===== src/rtl/banner_pkg.sv =====
// Shared types and nibble-rotation helpers for the banner scroll controller.
package banner_pkg;

  typedef enum logic {
    PAUSE = 1'b0,
    RUN   = 1'b1
  } state_t;

  localparam int DIGIT_W   = 4;
  localparam int MSG_MAX_W = 256;
  localparam int IDX_W     = $clog2(MSG_MAX_W);

  // Rotate the low w bits of d right by one digit: {d[3:0], d[w-1:4]}.
  function automatic logic [MSG_MAX_W-1:0] rotate_r(input logic [MSG_MAX_W-1:0] d,
                                                    input int w);
    logic [MSG_MAX_W-1:0] r;
    logic [IDX_W-1:0]     src;
    logic [IDX_W-1:0]     dst;
    r = '0;
    for (int i = 0; i < MSG_MAX_W; i++) begin
      dst = IDX_W'(i);
      src = IDX_W'((i + DIGIT_W) % w);
      if (i < w) r[dst] = d[src];
    end
    return r;
  endfunction

  // Rotate the low w bits of d left by one digit: {d[w-5:0], d[w-1:w-4]}.
  function automatic logic [MSG_MAX_W-1:0] rotate_l(input logic [MSG_MAX_W-1:0] d,
                                                    input int w);
    logic [MSG_MAX_W-1:0] r;
    logic [IDX_W-1:0]     src;
    logic [IDX_W-1:0]     dst;
    r = '0;
    for (int i = 0; i < MSG_MAX_W; i++) begin
      dst = IDX_W'(i);
      src = IDX_W'((i + w - DIGIT_W) % w);
      if (i < w) r[dst] = d[src];
    end
    return r;
  endfunction

endpackage


===== src/rtl/banner_step_timer.sv =====
// Step-cycle detector: flags the cycle in which the running count reaches the period.
module banner_step_timer #(
  parameter int CNT_W = 27
) (
  input  logic [CNT_W-1:0] cnt,
  input  logic             enable,
  input  logic [CNT_W-1:0] period,
  input  logic             clear,
  output logic             step
);

  logic [CNT_W-1:0] last_cnt;

  // A period of zero behaves as one; >= lets a shortened period fire at once.
  always_comb begin
    last_cnt = (period == '0) ? '0 : period - CNT_W'(1);
    step     = enable & ~clear & (cnt >= last_cnt);
  end

endmodule


===== src/rtl/banner_scroll_controller.sv =====
// Rotating seven-segment message sequencer with run/pause, direction and message load.
// Optional ping-pong scrolling when BANNER_BOUNCE_EN is defined.
module banner_scroll_controller
  import banner_pkg::*;
#(
  parameter int                        DIGITS     = 10,
  parameter int                        WIN_DIGITS = 4,
  parameter int                        CNT_W      = 27,
  parameter logic [DIGIT_W*DIGITS-1:0] RESET_MSG  = 40'h0123456789
) (
  input  logic                            clk_i,
  input  logic                            rst_i,
  input  logic                            run_i,
  input  logic                            dir_i,
  input  logic [CNT_W-1:0]                step_period_i,
  input  logic                            load_valid_i,
  input  logic [DIGIT_W*DIGITS-1:0]       load_data_i,
  output logic                            load_ready_o,
  output logic [DIGIT_W*WIN_DIGITS-1:0]   win_o,
  output logic                            step_o,
  output logic                            wrap_o,
  output logic                            state_o
);

  localparam int MSG_W = DIGIT_W * DIGITS;
  localparam int POS_W = (DIGITS > 1) ? $clog2(DIGITS) : 1;
  localparam logic [POS_W-1:0] POS_LAST = POS_W'(DIGITS - 1);

  state_t            state_r;
  logic [MSG_W-1:0]  data_r;
  logic [CNT_W-1:0]  cnt_r;
  logic [POS_W-1:0]  pos_r;

  logic              load_fire;
  logic              step;
  logic              rot_right;
  logic [POS_W-1:0]  pos_nxt;
  logic [MSG_W-1:0]  data_rot;

  assign load_fire = load_valid_i & (state_r == PAUSE);

  banner_step_timer #(
    .CNT_W (CNT_W)
  ) u_step_timer (
    .cnt    (cnt_r),
    .enable (state_r == RUN),
    .period (step_period_i),
    .clear  (load_fire),
    .step   (step)
  );

  always_comb begin
    pos_nxt  = pos_r;
    data_rot = data_r;
    if (rot_right) begin
      pos_nxt  = (pos_r == POS_LAST) ? '0 : pos_r + POS_W'(1);
      data_rot = MSG_W'(rotate_r(MSG_MAX_W'(data_r), MSG_W));
    end else begin
      pos_nxt  = (pos_r == '0) ? POS_LAST : pos_r - POS_W'(1);
      data_rot = MSG_W'(rotate_l(MSG_MAX_W'(data_r), MSG_W));
    end
  end

`ifdef BANNER_BOUNCE_EN
  localparam logic [POS_W-1:0] POS_TURN = POS_W'(DIGITS - WIN_DIGITS);

  logic dir_r;
  logic unused_dir;

  assign unused_dir = dir_i;
  assign rot_right  = dir_r;

  // Turn around once the window touches either end of the message.
  always_ff @(posedge clk_i or posedge rst_i) begin
    if (rst_i) begin
      dir_r <= 1'b1;
    end else if (load_fire) begin
      dir_r <= 1'b1;
    end else if (step) begin
      if (dir_r && (pos_nxt == POS_TURN))
        dir_r <= 1'b0;
      else if (!dir_r && (pos_nxt == '0))
        dir_r <= 1'b1;
    end
  end
`else
  assign rot_right = dir_i;
`endif

  always_ff @(posedge clk_i or posedge rst_i) begin
    if (rst_i) begin
      state_r <= PAUSE;
      data_r  <= RESET_MSG;
      cnt_r   <= '0;
      pos_r   <= '0;
    end else begin
      state_r <= run_i ? RUN : PAUSE;
      if (load_fire) begin
        data_r <= load_data_i;
        cnt_r  <= '0;
        pos_r  <= '0;
      end else if (state_r == RUN) begin
        if (step) begin
          data_r <= data_rot;
          cnt_r  <= '0;
          pos_r  <= pos_nxt;
        end else begin
          cnt_r <= cnt_r + CNT_W'(1);
        end
      end
    end
  end

  assign load_ready_o = (state_r == PAUSE);
  assign state_o      = (state_r == RUN);
  assign win_o        = data_r[DIGIT_W*WIN_DIGITS-1:0];
  assign step_o       = step;
  assign wrap_o       = step & (pos_nxt == '0);

endmodule


===== config.mk =====
export PLATFORM = sky130hd
export DESIGN_NAME = banner_scroll_controller
export DESIGN_NICKNAME = d
export VERILOG_FILES = /design/src/rtl/banner_pkg.sv /design/src/rtl/banner_step_timer.sv /design/src/rtl/banner_scroll_controller.sv
export SDC_FILE = /design/constraint.sdc
export NUM_CORES = 1
export LEC_CHECK = 0
export ABC_CLOCK_PERIOD_IN_PS = 7300
export BUFFER_PORTS_ARGS = -buffer_cell sky130_fd_sc_hd__buf_2
export CORE_MARGIN = 1.5
export CORE_UTILIZATION = 25
export DETAILED_ROUTE_END_ITERATION = 16
export PLACE_DENSITY = 0.4
export SKIP_CTS_REPAIR_TIMING = 1
export SYNTH_ARGS = -nofsm -noshare
export SYNTH_HDL_FRONTEND = slang
export SYNTH_SLANG_ARGS = --single-unit

===== constraint.sdc =====
create_clock -name clk_i -period 7.3 [get_ports clk_i]
set_input_delay 0.73 -clock clk_i [delete_from_list [all_inputs] [get_ports clk_i]]
set_output_delay 0.73 -clock clk_i [all_outputs]
set_load 0.005 [all_outputs]

==> impl_metrics.toml, run 1 <==
[cts]
root_buffer = "clkbuf_16"
clk_pin_slew_worst_paths_ns = 0.06
clk_latency_ns = 0.34
clockBufferDepth = 2
clkSinkCount = 72
numCtsBuffers = 9
htreeDepth = 3
tritoncts = "yes"

[placement]
io_buffer_count = 91
hpwl_um = 12100
gp_congestion = 0.826

[timing]
period_needed_ns = 5.44
rsz0062_at_grt = "false"
finalSetupViolations = 0
slew_headroom_pct = 27.5
tns_ns = 0
finalHoldViolations = 0
fmax_mhz = 184
tightest_slew_ns = 1.09
whs_ns = 0.501
fin_skew_ns = 0.00721
maxSlewViolCount = 0
min_period_over_period_pct = 74.5

[global_route]
grt_pass1_wl_um = 27500
grt_remaining_overflow = 0
grt_max_degree = 73
grt_pass1_vias = 4974
grt_usage_pct = 14.4
grt_antenna_before_repair = 0

[setup_path]
r2r-start = "cnt_r[8]"
startpoint = "step_period_i[6]"
required_ns = 6.57
crit_path_start_kind = "primary input"
critical_path_arrival_ns = 4.71
path_class = "in -> out"
cp_max_fo = 22
crit_path_end_kind = "output port"

[status]
status = "finished clean"

[detailed_routing]
top_layer = "met4"
dr_wl_met3_um = 615
num_vias = 4917
wl_per_cell_um = 18.1
drt-initial-drc-count = 291
drcViolationCount = 0
routed_wl_um = 17100
wl_met2_um = 8080
ant_nets = 0
dr.pass1.iters = 4
wl_met1_um = 8270
vias_per_cell = 5.19

[synth]
synth-edff-count = 0
synth_area_per_cell_um2 = 9.58
yosysSeqAreaShare_pct = 31.5
synthArstFlopShare_pct = 100
ys_ff_latch = 72
mappedNetlistNets = 704
synth_flop_cell = "dfrtp_1"
synth_cell_types = 69
synthCells = 603
syn_area_um2 = 5770
yosys_warnings = 0

[power_and_ir_drop]
ir_worst_vdd_mv = 0.0961
power.total_uw = 1220
p_leak_uw = 0.00262
power.density_nw_per_um2 = 186

[floorplan]
die-area_um2 = 24000
ios = 92
core_area_um2 = 22600
dieWidth_um = 155
rows = 55
die_height_um = 155
start_util_pct = 25.5

[final_layout]
nNetsFinal = 758
finish.utilization_pct = 29.1
area_growth_pct = 14.1
num_antenna_cells = 0
drive_above_1_share_pct = 34.7

[worst_hold_path]
hold_class = "in -> reg"
min_from = "run_i"

[job]
maxCapViolations = 0
[Yosys cell counts (17+ instances only)]
cell | instances | area share, %
nand2_1 | 59 | 3.8
dfrtp_1 | 57 | 25
o22ai_1 | 41 | 4.4
mux2_2 | 40 | 7.8
a2bb2oi_2 | 39 | 10
ha_1 | 29 | 6.3
nor2_1 | 25 | 1.6
clkbuf_1 | 19 | 1.2
nor3_1 | 19 | 1.6
nand3_1 | 18 | 1.6
buf_4 | 17 | 2.2
inv_1 | 17 | 1.1
[per-stage QoR]
stage          std cells  worst slack (ns)  area, um^2
6_report             947              1.86        6590
5_1_grt              947              1.38        6590
4_1_cts              947              1.84        6590
3_5_place_dp         931              1.83        6320
3_3_place_gp         931              1.90        6320
2_1_floorplan        603              2.86        5770
[state kept, by name (all words and copies together) (netlist names)]
signal / cells
cnt_r: 27
pos_r: 4
state_o: 1
data_r: 40
[final cells by class]
cell class / instances / area [um^2]
sequential: 72 / 1820
inverter: 17 / 63.8
fill: 2378 / 16100
clock inverter: 5 / 33.8
timing repair buffer: 99 / 515
clock buffer: 11 / 233
multi-input combinational: 458 / 3570
tap: 285 / 357
[metal layers]
layer	vias up	track usage (%)
met1	2438	20.1
met2	92	24.0
li1	2378	-
met3	9	1.62
met5	-	0
met4	0	3.21
[logic make-up after synthesis]
| group | after synthesis | synth area share [%] |
|---|---|---|
| adders and majority gates | 29 | 6.28 |
| AOI/OAI and AO/OA | 173 | 25.9 |
| buffers and inverters | 73 | 6.74 |
| xor gates and xnor gates | 24 | 3.64 |
| and+or+nand+nor | 188 | 17.4 |
| muxes | 44 | 8.49 |
| DFF | 72 | 31.5 |
[worst paths after layout]
check	endpoint	slack [ns]	cells past startpoint
setup reg to reg	cnt_r[15]	4.10	8
min in group asynchronous	pos_r[1]	0.68	3
setup / recovery	wrap_o	1.86	15
hold / removal	state_o	0.50	1
hold reg to reg	data_r[32]	0.53	1
max in group asynchronous	data_r[5]	5.93	3
[worst max-delay path, stage by stage]
cell and delay [ns]:
buf_2 0.13, or3_1 0.44, nor4b_2 0.47, nand4_1 0.27, nand2b_1 0.56, nand2_1 0.20, ha_1 0.27, nand4_1 0.18
inv_1 0.06, a221oi_1 0.42, o2111ai_1 0.15, buf_4 0.23, nor2_1 0.23, and4b_1 0.23, buf_2 0.13
[cell usage in the layout, fill, tap and decap left out, types with 5 or more instances in the layout]
master | netlist | layout
o22ai_1 | 41 | 41
a21oi_1 | 15 | 15
nand3_1 | 18 | 18
ha_1 | 29 | 29
a31o_2 | 5 | 5
nor4_1 | 11 | 11
inv_1 | 17 | 16
nand2b_1 | 7 | 7
a22o_1 | 5 | 5
nand4_1 | 14 | 14
o21ai_1 | 7 | 7
mux2_2 | 40 | 40
o21ai_0 | 16 | 16
dfrtp_1 | 57 | 57
a31oi_1 | 8 | 8
nor2_1 | 25 | 24
xnor2_1 | 10 | 10
dfstp_2 | 15 | 15
o21bai_1 | 5 | 5
xor2_1 | 14 | 14
buf_2 | 11 | 91
a2bb2oi_2 | 39 | 39
o211ai_1 | 5 | 5
clkbuf_16 | 0 | 9
nand2_1 | 59 | 59
buf_4 | 17 | 8
nor3_1 | 19 | 19
[where the power goes]
| group | internal (uW) | leakage [uW] | switching [uW] |
|---|---|---|---|
| logic | 167 | 0.00164 | 126 |
| registers | 458 | 0.000860 | 63.0 |
| clock network | 230 | 0.000126 | 180 |
| total | 855 | 0.00262 | 369 |
Power figures use the tool's default switching activity.
==> run 2: changes to the inputs <==
Settings changed: ABC_CLOCK_PERIOD_IN_PS 7300 to 5700.
Clock period 7.3 ns to 5.7 ns, I/O delays scaled along.
==> run 2 against run 1 <==
- register-to-register slack worse by 1.3 ns
- total power is 37% higher
- highest routed layer unchanged
- design area is 1.3% higher
- critical path depth is 1 lower
==> impl_metrics.toml, run 2 (synthesis gave the netlist of run 1 again) <==
[detailed_routing]
routed_wl_um = 16800
drcViolationCount = 0
num_vias = 4899
dr.pass1.iters = 4
wl_per_cell_um = 17.7
vias_per_cell = 5.17
drt-initial-drc-count = 258
ant_nets = 0

[global_route]
grt_pass1_vias = 4898
grt_remaining_overflow = 0
grt_usage_pct = 14.2
grt_antenna_before_repair = 0
grt_pass1_wl_um = 27000
grt_max_degree = 73

[floorplan]
start_util_pct = 25.5
core_area_um2 = 22600
dieWidth_um = 155
rows = 55
die_height_um = 155
ios = 92
die-area_um2 = 24000

[timing]
finalHoldViolations = 0
period_needed_ns = 5.06
slew_headroom_pct = 24.6
finalSetupViolations = 0
fmax_mhz = 198
rsz0062_at_grt = "false"
whs_ns = 0.341
tightest_slew_ns = 1.13
fin_skew_ns = 0.0110
min_period_over_period_pct = 88.7
maxSlewViolCount = 0
tns_ns = 0

[power_and_ir_drop]
p_leak_uw = 0.00266
ir_worst_vdd_mv = 0.132
power.density_nw_per_um2 = 251

[final_layout]
area_growth_pct = 15.6
num_antenna_cells = 0
top_register = "data_r"
drive_above_1_share_pct = 35.1
largest_reg_flops = 40
final_cell_mix = "91 x buf_2, 59 x nand2_1, 57 x dfrtp_1"
instances_no_fill = 948
multiInputGateArea_um2 = 3570
seq_area_um2 = 1820
design_area_um2 = 6670
final_common_cell = "buf_2"
nNetsFinal = 759
fill_cells = 2384
top_regs = "data_r (40), cnt_r (27), pos_r (4)"

[cts]
numCtsBuffers = 9
htreeDepth = 3
root_buffer = "clkbuf_16"
clk_pin_slew_worst_paths_ns = 0.06
clk_latency_ns = 0.34
tritoncts = "yes"
clockBufferDepth = 2
clkSinkCount = 72

[setup_path]
crit_path_end_kind = "output port"
cp_max_fo = 22
path_class = "in -> out"
required_ns = 5.13
crit_path_start_kind = "primary input"
critical_path_arrival_ns = 4.49

[placement]
dp_cells = 932
io_buffer_count = 91
hpwl_um = 12000
gp_congestion = 0.800
place_area_um2 = 6340

[worst_hold_path]
hold_class = "in -> reg"

[status]
status = "finished clean"

[job]
maxCapViolations = 0
==> run 2: cell count changes in the layout (fill, tap and decap cells not counted), sizes merged <==
cell	delta
clkbuf	-1
bufinv	+2
buf	+1
clkinv	-1
inv	+1
clkinvlp	-1
==> run 2: area by class of cell <==
class | instances | share of cell area, %
Clock buffer | 10 | 3.58
Timing Repair Buffer | 100 | 8.03
Inverter | 17 | 0.956
Tap cell | 285 | 5.34
Sequential cell | 72 | 27.3
Clock inverter | 6 | 1.35
Multi-Input combinational cell | 458 | 53.5
==> run 2: path summary, 6_finish.rpt <==
check	startpoint	to	slack, ns	cells after the start
hold reg to reg	data_r[32]	data_r[32]	0.53	1
min in group asynchronous	rst_i	cnt_r[3]	0.53	3
max in group asynchronous	rst_i	data_r[39]	4.52	3
setup reg to reg	cnt_r[2]	data_r[6]	2.79	8
hold / removal	run_i	state_o	0.34	1
setup / recovery	step_period_i[3]	wrap_o	0.64	14
==> run 2: critical path, cell delays in order <==
cell and delay, ns:
buf_2 0.12, or3_4 0.42, nor4b_2 0.49, nand4_1 0.26
nand2b_1 0.53, nand2_1 0.20, ha_1 0.27, a21oi_1 0.14
o21ai_1 0.07, a2111o_1 0.52, and2_1 0.26, nor2_1 0.24
and4b_1 0.24, buf_2 0.13
==> run 2: layer usage <==
| layer | GRT usage, % | routed length [um] | up-vias |
|---|---|---|---|
| met5 | 0 | 0 | - |
| li1 | - | - | 2393 |
| met3 | 1.78 | 543 | 12 |
| met2 | 22.8 | 7770 | 105 |
| met4 | 4.40 | 183 | 0 |
| met1 | 19.9 | 8320 | 2389 |
==> run 2: where the power goes <==
part           switching (uW)  total (uW)  internal (uW)
clock network             237         634            397
registers                80.3         667            587
logic                     161         376            215
==> run 2: per-stage QoR <==
step	total power [uW]	util, %	setup slack, ns
6_report	1680	29.5	0.643
4_1_cts	1710	29.5	0.535
5_1_grt	1770	29.5	0.248
3_3_place_gp	1050	28.0	0.629
3_5_place_dp	1060	28.0	0.528
2_1_floorplan	957	-	1.58
==> run 3: changes to the inputs <==
Settings changed: ABC_AREA set to 1, GPL_ROUTABILITY_DRIVEN set to 0.
==> run 3 against run 2 <==
- critical path depth rose by 6
- worst hold slack got worse by 0.23 ns
- fmax rose by 22%
- largest cell class unchanged
- largest power group unchanged
- highest routed layer unchanged
==> impl_metrics.toml, run 3 <==
[setup_path]
required_ns = 5.13
cp.depth = 20
crit_path_end_kind = "output port"
path_buf_inv = 3
path_delay_family = "simple AND/OR/NAND/NOR gates"
cpMostUsedCell = "nand2_1"
crit_chain = "buf_2, inv_1, ha_1, nand2_2, nor2_4, nand3_4, nor3_2, nand2_1, nand2_1, nand3_1, ha_1, nand2_1, nor2_1, nand4_1, nor2_1, nand2_1, nand3_2, nand2_1, nor2_1, buf_2"
rrSetupSlack_ns = 3.10
critPathMaxStageDelay_ns = 0.33
r2r_end = "data_r[10]"
path_class = "in -> out"
r2r-start = "cnt_r[22]"
cp_slowest_cell = "ha_1"
critical_path_arrival_ns = 3.57
cp_max_fo = 12
crit_path_start_kind = "primary input"
r2r_cells = 13

[placement]
dp_cells = 1251
hpwl_um = 13100
io_buffer_count = 91
pre_cts_ws_ns = 1.50

[timing]
finalSetupViolations = 0
tightest_slew_ns = 0.920
period_needed_ns = 4.14
fin_ws_ns = 1.56
maxSlewViolCount = 0
min_period_over_period_pct = 72.6
slew_headroom_pct = 38.7
finalHoldViolations = 0
tns_ns = 0
fin_skew_ns = 0.00719
fmax_mhz = 242
rsz0062_at_grt = "false"

[power_and_ir_drop]
p_leak_uw = 0.00331
ir_worst_vdd_mv = 0.172
power.total_uw = 1810
power.density_nw_per_um2 = 262

[final_layout]
final_cell_mix = "256 x nand2_1, 114 x nand3_1, 95 x nor2_1"
largest_reg_flops = 40
instances_no_fill = 1267
drive_above_1_share_pct = 17.3
multiInputGateArea_um2 = 3580
top_register = "data_r"
nNetsFinal = 1044
top_regs = "data_r (40), cnt_r (27), pos_r (4)"
final_common_cell = "nand2_1"
num_antenna_cells = 0
area_growth_pct = 15.8
seq_area_um2 = 1820
fill_cells = 2700

[floorplan]
rows = 56
start_util_pct = 25.5
die_height_um = 157
ios = 92
core_area_um2 = 23400
dieWidth_um = 157
die-area_um2 = 24800

[synth]
yosysSeqAreaShare_pct = 30.5
synthCells = 891
yosysMostFrequentCell = "nand2_1"
ys_ff_latch = 72
mappedNetlistNets = 992
synth_cell_types = 41
syn_area_um2 = 5960
synthDominantAreaCellType = "dfrtp_1"
yosys_warnings = 0
synth_area_per_cell_um2 = 6.69
synthTopCellsByCount = "257 x nand2_1, 114 x nand3_1, 95 x nor2_1"
synth_flop_cell = "dfrtp_1"
synth_top_cells_by_area = "dfrtp_1 24%, nand2_1 16%, nand3_1 9.6%"
synth_top_area_share_pct = 23.9
synth-edff-count = 0
synthArstFlopShare_pct = 100

[cts]
htreeDepth = 3
root_buffer = "clkbuf_16"
clk_latency_ns = 0.34
clockBufferDepth = 2
tritoncts = "yes"
numCtsBuffers = 9
clkSinkCount = 72
clk_pin_slew_worst_paths_ns = 0.06

[global_route]
grt_pass1_wl_um = 30300
grt_max_degree = 66
grt_pass1_vias = 5595
grt_antenna_before_repair = 0
grt_remaining_overflow = 0
grt_usage_pct = 15.5

[detailed_routing]
num_vias = 5933
drcViolationCount = 0
drt-initial-drc-count = 372
ant_nets = 0
wl_per_cell_um = 14.7
routed_wl_um = 18600
vias_per_cell = 4.68
dr.pass1.iters = 5

[job]
maxCapViolations = 0

[worst_hold_path]
hold_class = "in -> async"

[status]
status = "finished clean"
==> run 3: cell count changes after synthesis, sizes merged, moves of 7 or more <==
cell / delta
o21ai: +34
nor2: +79
nand2: +201
nor3: -11
o22ai: -40
inv: +46
a31oi: +17
a2bb2oi: -39
nand2b: -7
or2: +7
mux2: -40
nand3: +99
==> run 3: metrics by stage <==
step / cell area, um^2 / hold WS (ns) / utilization [%]
6_report: 6910 / 0.109 / 29.5
3_5_place_dp: 6550 / 0.468 / 28.0
4_1_cts: 6910 / 0.0986 / 29.5
2_1_floorplan: 5960 / 0.465 / -
5_1_grt: 6910 / 0.103 / 29.5
3_3_place_gp: 6550 / 0.468 / 28.0
==> run 3: cells by family after synthesis <==
kind of cell	share of synthesized area [%]
flops	30.5
xor+xnor	4.11
compound gates	10.2
fa+ha+maj	6.09
buf+inv	9.59
simple gates	39.5
==> run 3: worst max-delay path by stage <==
| stage | slack [ns] | start | endpoint |
|---|---|---|---|
| after floorplan | 2.30 | step_period_i[0] | wrap_o |
| final | 1.56 | step_period_i[0] | wrap_o |
| after CTS | 1.50 | step_period_i[0] | wrap_o |
| after detailed placement | 1.50 | step_period_i[0] | wrap_o |
| after global routing | 1.15 | step_period_i[0] | wrap_o |
| after global placement | 1.47 | step_period_i[0] | wrap_o |
==> run 3: layout make-up <==
| type | instances | area share, % |
|---|---|---|
| clock buffers | 11 | 3.66 |
| clock inverters | 5 | 1.49 |
| inverters | 65 | 3.57 |
| multi-input cells | 697 | 51.8 |
| flip-flops and latches | 72 | 26.4 |
| well taps | 319 | 5.78 |
| repair buffers | 98 | 7.36 |
==> run 3: per-layer routing <==
layer / up-vias / wire [um] / GRT usage, %
met2: 97 / 8420 / 24.3
met4: 0 / 132 / 2.79
li1: 3037 / - / -
met1: 2791 / 9420 / 22.4
met3: 8 / 604 / 2.70
met5: - / 0 / 0
==> run 3: power breakdown <==
part           internal (uW)  leakage (uW)  switching (uW)
Sequential               617      0.000892            93.2
Clock                    451      0.000172             232
Combinational            172       0.00225             246
Total                   1240       0.00331             571
